[config.mk]
export PLATFORM = sky130hd
export DESIGN_NAME = dr32e_if_id_reg
export DESIGN_NICKNAME = d
export VERILOG_FILES = /design/src/rtl/dr32e_if_id_reg.sv
export SDC_FILE = /design/constraint.sdc
export NUM_CORES = 1
export LEC_CHECK = 0
export CAP_MARGIN = 20
export CORE_ASPECT_RATIO = 2
export CORE_MARGIN = 1.5
export CORE_UTILIZATION = 37
export DETAILED_ROUTE_END_ITERATION = 6
export PLACE_DENSITY = 0.72
export REMOVE_ABC_BUFFERS = 1
export SETUP_SLACK_MARGIN = 0.3
export SYNTH_ARGS = -nofsm -noshare
export SYNTH_HDL_FRONTEND = slang
export SYNTH_SLANG_ARGS = --single-unit
[constraint.sdc]
create_clock -name clk_i -period 1.95 [get_ports clk_i]
set_input_delay 0.39 -clock clk_i [delete_from_list [all_inputs] [get_ports clk_i]]
set_output_delay 0.39 -clock clk_i [all_outputs]
set_load 0.02 [all_outputs]
[src/rtl/dr32e_if_id_reg.sv]
// IF/ID pipeline register for dr32e: one ID entry plus a one-entry skid buffer,
// so that fetch_ready_o comes straight from a flop.
module dr32e_if_id_reg (
  input  logic        clk_i,
  input  logic        rst_ni,
  input  logic        fetch_valid_i,
  output logic        fetch_ready_o,
  input  logic [31:0] fetch_rdata_i,
  input  logic [31:0] fetch_pc_i,
  input  logic        fetch_is_compressed_i,
  input  logic        fetch_illegal_c_i,
  input  logic        fetch_err_i,
  input  logic        id_in_ready_i,
  input  logic        flush_i,
  output logic        instr_valid_id_o,
  output logic [31:0] instr_rdata_id_o,
  output logic [31:0] instr_rdata_alu_id_o,
  output logic [31:0] pc_id_o,
  output logic        instr_is_compressed_id_o,
  output logic        illegal_c_insn_id_o,
  output logic        instr_fetch_err_id_o,
  output logic        instr_first_cycle_id_o,
  output logic [3:0]  instr_stall_cnt_o
);

  typedef struct packed {
    logic [31:0] rdata;
    logic [31:0] pc;
    logic        comp;
    logic        illc;
    logic        err;
  } payload_t;

  payload_t   beat;
  payload_t   id_q, id_d;
  payload_t   skid_q, skid_d;
  logic       id_valid_q, id_valid_d;
  logic       skid_valid_q, skid_valid_d;
  logic       first_q, first_d;
  logic       ready_q;
  logic [3:0] cnt_q, cnt_d;
  logic [31:0] rdata_alu_q;
  logic       accept;
  logic       advance;
  logic       load;

  always_comb begin
    // illegal_c is masked on capture so a fetch error always wins
    beat.rdata = fetch_rdata_i;
    beat.pc    = fetch_pc_i;
    beat.comp  = fetch_is_compressed_i;
    beat.illc  = fetch_illegal_c_i & ~fetch_err_i;
    beat.err   = fetch_err_i;
  end

  assign accept  = fetch_valid_i & ready_q & ~flush_i;
  assign advance = id_in_ready_i | ~id_valid_q;

  always_comb begin
    id_d         = id_q;
    skid_d       = skid_q;
    id_valid_d   = id_valid_q;
    skid_valid_d = skid_valid_q;
    first_d      = first_q;
    cnt_d        = cnt_q;
    load         = 1'b0;
    if (flush_i) begin
      id_valid_d   = 1'b0;
      skid_valid_d = 1'b0;
      first_d      = 1'b0;
      cnt_d        = 4'd0;
    end else if (advance) begin
      if (skid_valid_q) begin
        load         = 1'b1;
        id_d         = skid_q;
        skid_valid_d = accept;
        if (accept) begin
          skid_d = beat;
        end
      end else if (accept) begin
        load = 1'b1;
        id_d = beat;
      end
      id_valid_d = load;
      first_d    = load;
      cnt_d      = 4'd0;
    end else begin
      first_d = 1'b0;
      if (cnt_q != 4'hf) begin
        cnt_d = cnt_q + 4'd1;
      end
      if (accept) begin
        skid_d       = beat;
        skid_valid_d = 1'b1;
      end
    end
  end

  always_ff @(posedge clk_i or negedge rst_ni) begin
    if (!rst_ni) begin
      id_q         <= '0;
      skid_q       <= '0;
      id_valid_q   <= 1'b0;
      skid_valid_q <= 1'b0;
      first_q      <= 1'b0;
      cnt_q        <= 4'd0;
      ready_q      <= 1'b1;
    end else begin
      id_q         <= id_d;
      skid_q       <= skid_d;
      id_valid_q   <= id_valid_d;
      skid_valid_q <= skid_valid_d;
      first_q      <= first_d;
      cnt_q        <= cnt_d;
      ready_q      <= ~skid_valid_d;
    end
  end

  // Separate copy of the instruction word to split decoder and ALU fan-out
  always_ff @(posedge clk_i or negedge rst_ni) begin
    if (!rst_ni) begin
      rdata_alu_q <= '0;
    end else if (load) begin
      rdata_alu_q <= skid_valid_q ? skid_q.rdata : fetch_rdata_i;
    end
  end

  assign fetch_ready_o            = ready_q;
  assign instr_valid_id_o         = id_valid_q;
  assign instr_rdata_id_o         = id_q.rdata;
  assign instr_rdata_alu_id_o     = rdata_alu_q;
  assign pc_id_o                  = id_q.pc;
  assign instr_is_compressed_id_o = id_q.comp;
  assign illegal_c_insn_id_o      = id_q.illc;
  assign instr_fetch_err_id_o     = id_q.err;
  assign instr_first_cycle_id_o   = id_valid_q & first_q;
  assign instr_stall_cnt_o        = id_valid_q ? cnt_q : 4'd0;

endmodule

==> impl_metrics.toml, run 1 <==
[run_status]
status = "completed"

[critical_path]
rr_endpoint = "skid_q[58]"
crit_family = "buffers and inverters"
cp.depth = 6
worst_ep_required_time_ns = 2.25
crit_chain = "clkdlybuf4s50_1, and2b_2, o2111ai_4, buf_12, buf_12, mux2_2"
regToRegSetupSlack_ns = 0.21
cp.buffers_inverters = 3
crit_path_frequent_cell = "buf_12"
r2r-start = "instr_valid_id_o"
crit_end = "skid_q[58]"
timing.critical_path.from = "id_in_ready_i"
critPathMaxFanout = 10
arrival_ns = 2.06
cp-end-kind = "register"
critPathSlowestCell = "clkdlybuf4s50_1"
max_stage_delay_ns = 0.45
reg2reg_depth = 5
crit_type = "input pin to register"
cp-start-kind = "input pin"

[power]
seqPwrFrac_pct = 39.5
p_leak_nw = 4.55
power.density_nw_per_um2 = 1110
p_sw_mw = 3.08
p_int_mw = 7.61
switching_share_pct = 28.8
power.share.clock_pct = 31.7
ir_drop_v = 0.000704
comb_power_share_pct = 28.7
p_total_mw = 10.7

[detailed_routing]
viasPerCell = 4.97
route.detailed.drc = 0
first_pass_iters = 4
antenna_left = 0
vias = 4156
drt_iter0_drc = 110
drt-total-wl_mm = 15.9
avgRoutedWirePerCell_um = 18.9

[placed_design]
dp_slack_ns = -0.206
placed_cell_area_um2 = 8330
io_buffer_count = 177
routabilityCongestion = 0.689
dp_hpwl_mm = 9.11

[layout]
post-route-cell-area_um2 = 9610
nFillCells = 1390
fin_util_pct = 56.2
seq_area_um2 = 3560
area_growth_pct = 49.4
n_antenna_cell = 0
multi_input_area_um2 = 2870
layout-drive-gt1-share_pct = 45.5
layout.nets = 687

[floorplan]
die-area_um2 = 18200
start_util_pct = 37.6
die_height_um = 189
rows = 68
fp.dieW_um = 96.2
pin_count = 178
fp.coreArea_um2 = 17100

[timing]
rsz0062_at_grt = "yes"
relSlewSlack_pct = 71.2
fin_worst_skew_ns = 0.00773
tightest_slew_ns = 0.431
slew_violations = 0
finalCritPeriodShare_pct = 89.9
hold_slack_ns = 0.470
setup_viol = 0
max_freq_mhz = 571
period_minus_slack_ns = 1.75
setup_ws_ns = 0.198
hold_viol = 0

[logic_synthesis]
syn_area_um2 = 6430
ys_types = 26
yosys.area.top_type_share_pct = 54.8
ys_warn_count = 0
ys_seq_area_share_pct = 55.3
synth_common_cells = "mux2_2 (192), dfrtp_1 (141), buf_4 (38), buf_2 (8), mux2_4 (7)"
async_flop_share_pct = 100
netlist_instances = 429
synth_flop_cell = "dfrtp_1"
synth_most_common_cell = "mux2_2"
synth_edf_count = 0
synth_seq_cells = 142
synth.area.top_cells = "dfrtp_1 (55%), mux2_2 (34%), buf_4 (4.4%), mux2_4 (1.6%), buf_2 (0.62%)"
synth_top_cell_by_area = "dfrtp_1"
syn_avg_cell_area_um2 = 15.0

[worst_hold_path]
hp-class = "input pin to async pin"

[global_route]
antenna_found_initial = 0
grt_pass1_vias = 4296
grt_max_degree = 46
grt_pass1_wl_mm = 21.7
overflow = 0
grt_use_total_pct = 15.5

[clock_tree]
clock-sinks = 142
clkLatencyLatePin_ns = 0.42
numCtsBuffers = 17
cts_tree = "yes"
path_clk_slew_ns = 0.06
cts_root_buf = "clkbuf_16"
h-tree-depth = 4
ctsLongestPathBuffers = 2

[run]
drv_cap = 0
## cell usage in the layout, fill, tap and decap left out, types with 3 or more instances in the layout
master / instances
clkbuf_16: 26
buf_12: 12
buf_2: 5
bufinv_16: 3
mux2_2: 91
nand2_1: 3
clkdlybuf4s50_1: 70
dfrtp_1: 140
buf_6: 8
buf_4: 12
dlygate4sd2_1: 100
clkinvlp_4: 4
nor2_1: 4
inv_1: 3
mux2_4: 108
and2_1: 5
## cells by family (layout without fill, tap and decap cells)
group	Yosys count	after routing	synth area share (%)
multiplexers	201	201	35.6
flip-flops	142	142	55.3
XOR/XNOR	1	1	0.136
AO/OA/AOI/OAI	6	6	0.914
adder cells (fa/ha/maj)	1	1	0.194
buffers and inverters	57	255	6.05
AND/OR/NAND/NOR	21	21	1.91
## metrics by stage
stage / TNS (ns) / instances
after global routing: 0 / 837
after floorplan: -253.86 / 375
after detailed placement: -17.34 / 782
final: 0 / 837
after CTS: 0 / 819
after global placement: -19.70 / 782
## repair_timing
item,4_1_cts,5_1_grt
gates cloned,0,12
pin swaps,0,1
setup endpoints to repair,206,132
endpoints found under the hold margin,40,0
hold buffers,1,0
setup buffers,4,6
gates resized for setup,118,126
## sequential cells by signal, summed over array words and instances, names as in the netlist
signal,cells
instr_is_compressed_id_o,1
instr_rdata_id_o,5
illegal_c_insn_id_o,1
skid_valid_q,1
fetch_ready_o,1
skid_q,67
instr_valid_id_o,1
instr_fetch_err_id_o,1
pc_id_o,32
first_q,1
instr_rdata_alu_id_o,27
cnt_q,4
## how the worst min path moves through the flow
stage | startpoint | end | slack, ns
final | rst_ni | instr_rdata_id_o[28] | 0.47
after floorplan | rst_ni | cnt_q[0] | 0.09
after detailed placement | rst_ni | skid_q[30] | 0.35
after global placement | rst_ni | skid_q[30] | 0.35
after global routing | rst_ni | pc_id_o[27] | 0.49
after CTS | rst_ni | skid_q[30] | 0.47
## per-layer routing
| layer | vias to the layer above | global-route usage (%) | part of all wire [%] |
|---|---|---|---|
| met5 | - | 0 | 0 |
| met4 | 0 | 4.41 | 0.61 |
| met3 | 7 | 6.31 | 8.2 |
| met2 | 187 | 23.4 | 46 |
| met1 | 2108 | 20.4 | 46 |
| li1 | 1854 | - | - |
## power by group through the flow
stage               registers (mW)  clock network [mW]  logic [mW]
floorplan                     4.75                   0       0.943
global placement              4.20                   0        2.89
detailed placement            4.24                   0        2.94
CTS                           4.19                3.45        2.62
global route                  4.34                3.59        3.26
finish                        4.23                3.39        3.07
## final cells by class
cell class / count / area share (%)
clock inverters: 12 / 1.67
clock buffers: 20 / 4.75
well taps: 210 / 2.73
repair buffers: 220 / 23.9
multi-input cells: 230 / 29.9
inverters: 3 / 0.117
flip-flops and latches: 142 / 37.0
Note: power is estimated with default switching activity, not from simulation.
==> inputs of run 2 (changes only) <==
--- a/config.mk
+++ b/config.mk
@@ -6,11 +6,13 @@
 export NUM_CORES = 1
 export LEC_CHECK = 0
 export CAP_MARGIN = 20
+export CELL_PAD_IN_SITES_DETAIL_PLACEMENT = 0
+export CELL_PAD_IN_SITES_GLOBAL_PLACEMENT = 1
 export CORE_ASPECT_RATIO = 2
 export CORE_MARGIN = 1.5
 export CORE_UTILIZATION = 37
 export DETAILED_ROUTE_END_ITERATION = 6
-export PLACE_DENSITY = 0.72
+export PLACE_DENSITY = 0.85
 export REMOVE_ABC_BUFFERS = 1
 export SETUP_SLACK_MARGIN = 0.3
 export SYNTH_ARGS = -nofsm -noshare
==> impl_metrics.toml, run 2 (synthesis gave the netlist of run 1 again) <==
[clock_tree]
cts_root_buf = "clkbuf_16"
numCtsBuffers = 17
clkLatencyLatePin_ns = 0.42
cts_tree = "yes"
ctsLongestPathBuffers = 2
clock-sinks = 142
path_clk_slew_ns = 0.06
h-tree-depth = 4

[power]
power.share.clock_pct = 32.6
seqPwrFrac_pct = 40.0
p_sw_mw = 2.95
switching_share_pct = 28.1
p_int_mw = 7.55
ir_drop_v = 0.000679
comb_power_share_pct = 27.4
power.density_nw_per_um2 = 1120
p_leak_nw = 4.33

[detailed_routing]
avgRoutedWirePerCell_um = 18.1
route.detailed.drc = 0
drt-total-wl_mm = 15.1
first_pass_iters = 4
viasPerCell = 4.88
drt_iter0_drc = 84
antenna_left = 0
vias = 4069

[layout]
layout-drive-gt1-share_pct = 45.3
top_register = "skid_q"
fin_util_pct = 54.8
layout.nets = 683
nFillCells = 1403
final_cell_mix = "mux2_2 (145), dfrtp_1 (140), dlygate4sd2_1 (100)"
final_common_cell = "mux2_2"
area_growth_pct = 45.6
stdcell_count = 833
largest_reg_flops = 67
n_antenna_cell = 0

[timing]
setup_viol = 0
hold_viol = 0
max_freq_mhz = 578
fin_worst_skew_ns = 0.00687
relSlewSlack_pct = 61.8
tightest_slew_ns = 0.573
period_minus_slack_ns = 1.73
rsz0062_at_grt = "yes"
slew_violations = 0
finalCritPeriodShare_pct = 88.7

[critical_path]
reg2reg_depth = 5
worst_ep_required_time_ns = 2.25
timing.critical_path.from = "instr_valid_id_o"
arrival_ns = 2.03
critPathMaxFanout = 5
crit_end = "skid_q[18]"
crit_type = "register to register"
r2r-start = "instr_valid_id_o"
cp-end-kind = "register"
regToRegSetupSlack_ns = 0.22
cp-start-kind = "register"
rr_endpoint = "skid_q[18]"

[global_route]
grt_pass1_wl_mm = 22.1
grt.met1_usage_pct = 20.4
top_usage_layer = "met2"
grt_use_total_pct = 16.1
grtUsageMet2_pct = 24.2
grt_max_degree = 58
antenna_found_initial = 0
grt_pass1_vias = 4273
overflow = 0
use_met3_pct = 8.27

[floorplan]
pin_count = 178
die_height_um = 189
fp.dieW_um = 96.2
die-area_um2 = 18200
start_util_pct = 37.6
fp.coreArea_um2 = 17100
rows = 68

[placed_design]
placed_cells = 776
routabilityCongestion = 0.686
dp_hpwl_mm = 8.82
io_buffer_count = 177

[run_status]
status = "completed"

[run]
drv_cap = 0

[worst_hold_path]
hp-class = "register to register"
-- run 2: cell types whose count changed in the layout (fill, tap and decap cells not counted), moves of 4 or more --
cell,change
mux2_2,+54
mux2_4,-54
buf_16,+6
buf_12,-5
clkinv_2,+5
buf_6,-4
-- run 2: worst min path at each step --
stage,from,endpoint,cells after the start
floorplan,rst_ni,cnt_q[0],0
global placement,rst_ni,cnt_q[3],1
detailed placement,rst_ni,cnt_q[2],1
CTS,skid_q[3],skid_q[3],1
global route,skid_q[12],skid_q[12],1
finish,pc_id_o[29],pc_id_o[29],1
-- run 2: repair_timing --
item	in CTS	in global routing
cloned	5	7
endpoints found under the hold margin	50	0
endpoints found under the setup margin	229	143
pin swaps	0	1
resized for setup	141	48
buffers inserted	11	1
hold buffers	1	0
-- run 2: per-layer routing --
metal,part of all wire (%),up-vias
met5,0,-
met4,0.97,0
met3,11,12
met2,45,170
met1,43,2035
li1,-,1852
-- run 2: area by class of cell --
type	count	area, µm²	share of cell area (%)
Multi-Input combinational cell	230	2670	28.5
Clock inverter	12	166	1.78
Timing Repair Buffer	216	2250	24.0
Sequential cell	142	3560	38.0
Clock buffer	20	457	4.87
Inverter	3	11.3	0.120
Tap cell	210	263	2.80
-- run 2: power by group through the flow --
stage / registers (mW) / logic (mW) / clock network, mW
2_1_floorplan: 4.75 / 0.943 / 0
3_3_place_gp: 4.19 / 2.88 / 0
3_5_place_dp: 4.24 / 2.92 / 0
4_1_cts: 4.18 / 2.71 / 3.49
5_1_grt: 4.30 / 3.07 / 3.61
6_report: 4.20 / 2.88 / 3.42
-- run 2: critical path, stage by stage, from the launching register on --
cell	delay, ns
dfrtp_1	0.40
and2b_2	0.25
o2111ai_4	0.29
buf_8	0.19
clkbuf_16	0.17
mux2_4	0.30
-- run 2: through the flow --
stage | power [mW] | area [µm²] | setup TNS, ns | setup slack, ns | hold slack, ns
after detailed placement | 7.16 | 8270 | -20.60 | -0.185 | 0.401
after CTS | 10.4 | 9090 | 0 | 0.190 | 0.500
after global placement | 7.07 | 8270 | -23.21 | -0.201 | 0.403
after global routing | 11.0 | 9370 | 0 | 0.156 | 0.510
after floorplan | 5.69 | 6060 | -253.86 | -2.13 | 0.0944
final | 10.5 | 9370 | 0 | 0.221 | 0.498
==> inputs of run 3 (changes only) <==
--- a/config.mk
+++ b/config.mk
@@ -12,6 +12,7 @@
 export CORE_MARGIN = 1.5
 export CORE_UTILIZATION = 37
 export DETAILED_ROUTE_END_ITERATION = 6
+export HOLD_SLACK_MARGIN = 0.02
 export PLACE_DENSITY = 0.85
 export REMOVE_ABC_BUFFERS = 1
 export SETUP_SLACK_MARGIN = 0.3
==> results of run 3 <==
Same layout as run 2: the final DEF is identical, and so are final timing and power.
